$ cat src/rtl/craft_subcells_serial.sv
// rtl/craft_subcells_serial.sv - serialized CRAFT SubCells, 16 bits per cycle over 4 cycles
// The CRAFT S-box is an involution, so one datapath serves encryption and decryption.

module craft_sbox (
  input  logic [15:0] x,
  output logic [15:0] y
);

  function automatic logic [3:0] sbox4(input logic [3:0] n);
    case (n)
      4'h0: sbox4 = 4'hc;
      4'h1: sbox4 = 4'ha;
      4'h2: sbox4 = 4'hd;
      4'h3: sbox4 = 4'h3;
      4'h4: sbox4 = 4'he;
      4'h5: sbox4 = 4'hb;
      4'h6: sbox4 = 4'hf;
      4'h7: sbox4 = 4'h7;
      4'h8: sbox4 = 4'h8;
      4'h9: sbox4 = 4'h9;
      4'ha: sbox4 = 4'h1;
      4'hb: sbox4 = 4'h5;
      4'hc: sbox4 = 4'h0;
      4'hd: sbox4 = 4'h2;
      4'he: sbox4 = 4'h4;
      default: sbox4 = 4'h6;
    endcase
  endfunction

  always_comb begin
    y = '0;
    for (int i = 0; i < 4; i++) begin
      y[4*i +: 4] = sbox4(x[4*i +: 4]);
    end
  end

endmodule

module craft_subcells_serial #(
  parameter bit MSB_FIRST = 1'b0
) (
  input  logic        clk,
  input  logic        rst,
  input  logic        in_valid,
  output logic        in_ready,
  input  logic [63:0] in_data,
  output logic        out_valid,
  input  logic        out_ready,
  output logic [63:0] out_data,
  output logic        busy
);

  typedef enum logic [1:0] {
    IDLE = 2'd0,
    RUN  = 2'd1,
    DONE = 2'd2
  } state_t;

  state_t      state;
  logic [1:0]  cnt;
  logic [63:0] data_q;
  logic [1:0]  idx;
  logic [5:0]  base;
  logic [15:0] sb_in;
  logic [15:0] sb_out;

  assign idx  = MSB_FIRST ? (2'd3 - cnt) : cnt;
  assign base = {idx, 4'b0000};
  assign sb_in = data_q[base +: 16];

  craft_sbox u_sbox (
    .x (sb_in),
    .y (sb_out)
  );

  // DONE accepts a new state only when the current one is leaving the same cycle.
  always_comb begin
    in_ready = 1'b0;
    if (!rst) begin
      in_ready = (state == IDLE) || ((state == DONE) && out_ready);
    end
  end

  assign out_data = data_q;

  always_ff @(posedge clk) begin
    if (rst) begin
      state     <= IDLE;
      cnt       <= 2'd0;
      data_q    <= 64'd0;
      out_valid <= 1'b0;
      busy      <= 1'b0;
    end else begin
      case (state)
        IDLE: begin
          if (in_valid) begin
            data_q <= in_data;
            cnt    <= 2'd0;
            busy   <= 1'b1;
            state  <= RUN;
          end
        end
        RUN: begin
          data_q[base +: 16] <= sb_out;
          cnt <= cnt + 2'd1;
          if (cnt == 2'd3) begin
            busy      <= 1'b0;
            out_valid <= 1'b1;
            state     <= DONE;
          end
        end
        DONE: begin
          if (out_ready) begin
            out_valid <= 1'b0;
            if (in_valid) begin
              data_q <= in_data;
              cnt    <= 2'd0;
              busy   <= 1'b1;
              state  <= RUN;
            end else begin
              state <= IDLE;
            end
          end
        end
        default: begin
          state     <= IDLE;
          busy      <= 1'b0;
          out_valid <= 1'b0;
        end
      endcase
    end
  end

endmodule

$ cat config.mk
export PLATFORM = sky130hd
export DESIGN_NAME = craft_subcells_serial
export DESIGN_NICKNAME = d
export VERILOG_FILES = /design/src/rtl/craft_subcells_serial.sv
export SDC_FILE = /design/constraint.sdc
export NUM_CORES = 1
export LEC_CHECK = 0
export CAP_MARGIN = 10
export CORE_MARGIN = 2
export CORE_UTILIZATION = 46
export CTS_CLUSTER_DIAMETER = 200
export DETAILED_ROUTE_END_ITERATION = 7
export GPL_TIMING_DRIVEN = 0
export MAX_ROUTING_LAYER = met4
export PLACE_DENSITY = 0.92
export SLEW_MARGIN = 20
export SYNTH_ARGS = -nofsm -noshare
export SYNTH_HDL_FRONTEND = slang
export SYNTH_SLANG_ARGS = --single-unit
$ cat constraint.sdc
create_clock -name clk -period 2.7 [get_ports clk]
set_input_delay 0.405 -clock clk [delete_from_list [all_inputs] [get_ports clk]]
set_output_delay 0.405 -clock clk [all_outputs]
set_load 0.02 [all_outputs]
==> results by group <==
Clocking
  – CTS tree: built
  – Post-cts hold buffer count: 0
  – Worst-Skew Late Latency: roughly 0.36 ns
  – Cts bufs inserted: 9
  – Clock net sink count: 70
  – H-tree level count: 3
  – CTS max path bufs: 2
  – Reg clk slew, reported paths: 0.07 ns
  – Root buf cell: clkbuf_8

Critical path
  – Crit path max-delay cell type: clkbuf_1
  – Worst-path maximum fanout: 10
  – R2R cell count: 9
  – Worst-path cell chain: clkbuf_4, buf_6, inv_1, ha_1, mux2i_1, o21a_1, clkbuf_1, a21oi_1, a211oi_1
  – Reg2Reg Capture Point: out_data[19]
  – Crit-path leading delay family: buffers and inverters
  – Critical path buffer and inverter count: 4
  – CP Data Arrival Time: 2.88 ns
  – CP endpoint kind: flip-flop
  – Critical path type: flip-flop to flip-flop
  – Reg2Reg Setup Slack: 0.08 ns
  – Slowest cell delay on critical path: approximately 0.56 ns
  – Worst r2r src: cnt[1]
  – CP Data Required Time: 2.96 ns
  – Startpoint Class: flip-flop

Synthesis
  – Adder-cell share of the synthesized area: 0.01286
  – YS warnings: 0
  – Sequential area share after synthesis: 0.3601
  – Mapped cell area: 0.003891 mm2
  – Compound-Gate Fraction of Synth Area: 0.3502
  – Main combinational cell family by area after synthesis: compound AO/OA/AOI/OAI gates
  – Post-synthesis register bit count: 70
  – Count of different cell masters after synthesis: 39
  – Synth Net Count: 517
  – Multiplexer area fraction after synthesis: 0.1029
  – Area share of xor/xnor cells in the synthesized design: 0
  – Gate Count Post-Synth: 445
  – Syn Area/Cell: roughly 8.7 um2
  – Simple-gate share of the synthesized area: 0.1296

GRT
  – First-pass GRT wire length: 23740 um
  – Largest net degree at the start of global routing: 11
  – Vias in the first global route: 4665
  – GRT Residual Overflow: 0
  – GRT Total Usage: 0.3598
  – Initial antenna violation count: 0

Final layout
  – Ant diodes: 0
  – Commonest non-fill, non-tap cell in the layout: clkdlybuf4s50_1
  – Layout Nets: roughly 660
  – Share of layout cells above drive strength 1: 0.09916
  – Fill cell count: 640
  – Synth-to-Final Area Change: 43.54%
  – Multi-input logic area: between 0.002 and 0.0025 mm2
  – FF+latch area: 0.001401 mm2
  – Post-route cell area: 0.005585 mm2
  – Commonest cells after routing, fill and taps aside: 132 x clkdlybuf4s50_1, 71 x nor2_1, 70 x dfxtp_1, 64 x a211oi_1, 48 x a21oi_1

Timing
  – Tmin final: 2.620 ns
  – Setup violations, final: 0
  – RSZ-0062 raised after global routing: false
  – Hold Fails Final Rpt: 0
  – Max-slew violations: 0
  – Final Cycle Share: 0.9704
  – Max-slew headroom: 0.4904
  – Achievable Freq: 0.3817 GHz
  – Setup ws final: 0.08000 ns
  – Worst-Margin Slew: 0.7644 ns
  – Clock skew: 0.005543 ns

Detailed routing
  – Initial DRC count: between 500 and 600
  – Pre-Repair DR Iteration Count: 5
  – Vias per cell: 6.833
  – Final wirelength: ~16000 um
  – Residual DRC: 0
  – Final ANT Viol Nets: 0
  – Routed WL per cell: 22.74 um
  – Vias: 4783

Power
  – Leakage Power: 1.905 nW
  – Power Density: 578.3 mW/mm2
  – VDD IR max: 0.0002702 V

Placed design
  – RePlAce Congestion: approximately 1.1
  – Detailed placer's ending HPWL: 10780 um
  – Dpl cell area: 0.005344 mm2
  – PortBufs: 132
  – Setup WS pre-CTS: -0.7920 ns

Worst hold path
  – Hold path start: rst
  – Min-delay worst type: input port to flip-flop
  – Hold path cells: 2
  – Hold Path Sink: out_data[2]

Die
  – Starting Density: 0.4736
  – I/O pins: 135
  – Die area: 0.009211 mm2
  – Chip height: roughly 96 um
  – Die width: 95.98 um
  – Core area: 0.008217 mm2
  – Site row count: 33

Outcome
  – Outcome: finished, final reports clean

Flow run
  – Max cap viols: 0
sequential cells by signal (all words and copies together) (netlist names):
name,flops
out_data,64
cnt,2
state,2
busy,1
out_valid,1
metal layers:
metal | share of wire | vias up | track usage
li1 | - | 2016 | -
met1 | 0.36 | 2176 | 0.4493
met2 | 0.45 | 489 | 0.5280
met3 | 0.15 | 102 | 0.08927
met4 | 0.050 | 0 | 0.2107
met5 | 0 | - | -
cells by family (layout without fill, tap and decap cells):
group,count (synthesis),after routing
buffers and inverters,41,191
adders and majority gates,4,4
DFF,70,70
and+or+nand+nor,109,109
AOI/OAI and AO/OA,201,201
muxes,20,20
timing repair:
item,CTS,global route
buffers inserted,4,0
pin swaps,4,0
gates resized for setup,8,6
endpoints found under the setup margin,61,52
synthesized netlist by cell type:
master | count | share of area
nand4bb_1 | 1 | 0.0029
o21ai_0 | 34 | 0.044
buf_6 | 1 | 0.0029
nor4_2 | 1 | 0.0032
buf_2 | 9 | 0.012
a22oi_1 | 1 | 0.0019
a211oi_1 | 64 | 0.12
inv_1 | 2 | 0.0019
o21ba_1 | 1 | 0.0026
a21oi_1 | 48 | 0.062
o211ai_1 | 8 | 0.015
nand3b_1 | 1 | 0.0019
clkbuf_1 | 27 | 0.026
a21bo_2 | 1 | 0.0026
o21ai_1 | 2 | 0.0026
buf_1 | 2 | 0.0019
nor3_1 | 1 | 0.0013
nor4b_2 | 1 | 0.0039
o2bb2ai_1 | 5 | 0.011
nor2b_1 | 2 | 0.0032
dfxtp_1 | 70 | 0.36
or2_2 | 1 | 0.0016
o21ai_2 | 3 | 0.0068
o21ba_2 | 2 | 0.0051
and3_1 | 4 | 0.0064
nor2_1 | 72 | 0.069
nand2_1 | 10 | 0.0096
nand3_1 | 3 | 0.0039
ha_1 | 4 | 0.013
a2bb2oi_2 | 2 | 0.0077
o21a_1 | 6 | 0.012
mux2i_1 | 4 | 0.010
a21o_1 | 1 | 0.0019
mux4_2 | 16 | 0.093
and2_1 | 3 | 0.0048
nand2b_1 | 6 | 0.0096
nor3b_1 | 1 | 0.0019
a32oi_1 | 23 | 0.052
or3_4 | 2 | 0.0058
through the flow:
stage / hold slack (ns) / TNS, ns / util / power (mW) / cells
2_1_floorplan: 0.5327 / 0 / - / 1.929 / 445
3_3_place_gp: 0.4459 / -20.94 / 0.6504 / 2.415 / 682
3_5_place_dp: 0.4719 / -23.56 / 0.6504 / 2.451 / 682
4_1_cts: 0.4263 / 0 / 0.6778 / 3.168 / 700
5_1_grt: 0.4610 / 0 / 0.6798 / 3.340 / 700
6_report: 0.4345 / 0 / 0.6798 / 3.230 / 700
worst max path at each step:
stage / slack (ns) / to / from / depth (start not counted)
after detailed placement: -0.79 / out_data[54] / cnt[1] / 9
final: 0.08 / out_data[19] / cnt[1] / 9
after CTS: 0.009 / out_data[54] / cnt[1] / 9
after global placement: -0.68 / out_data[52] / cnt[1] / 9
after global routing: 0.01 / out_data[52] / cnt[0] / 8
after floorplan: 0.35 / out_data[52] / cnt[1] / 9
power breakdown:
group / internal [mW] / leakage, nW / switching [mW]
registers: 1.15 / 0.580 / 0.100
clock network: 0.346 / 0.0821 / 0.395
logic: 0.537 / 1.24 / 0.704
total: 2.03 / 1.91 / 1.20
cell type report:
class / count / area share
Clock inverter: 2 / 0.001792
Tap cell: 105 / 0.02352
Clock buffer: 12 / 0.02599
Multi-Input combinational cell: 334 / 0.4218
Inverter: 2 / 0.001344
Buffer: 39 / 0.03271
Sequential cell: 70 / 0.2509
Timing Repair Buffer: 136 / 0.2419
Note: power is estimated with default switching activity, not from simulation.
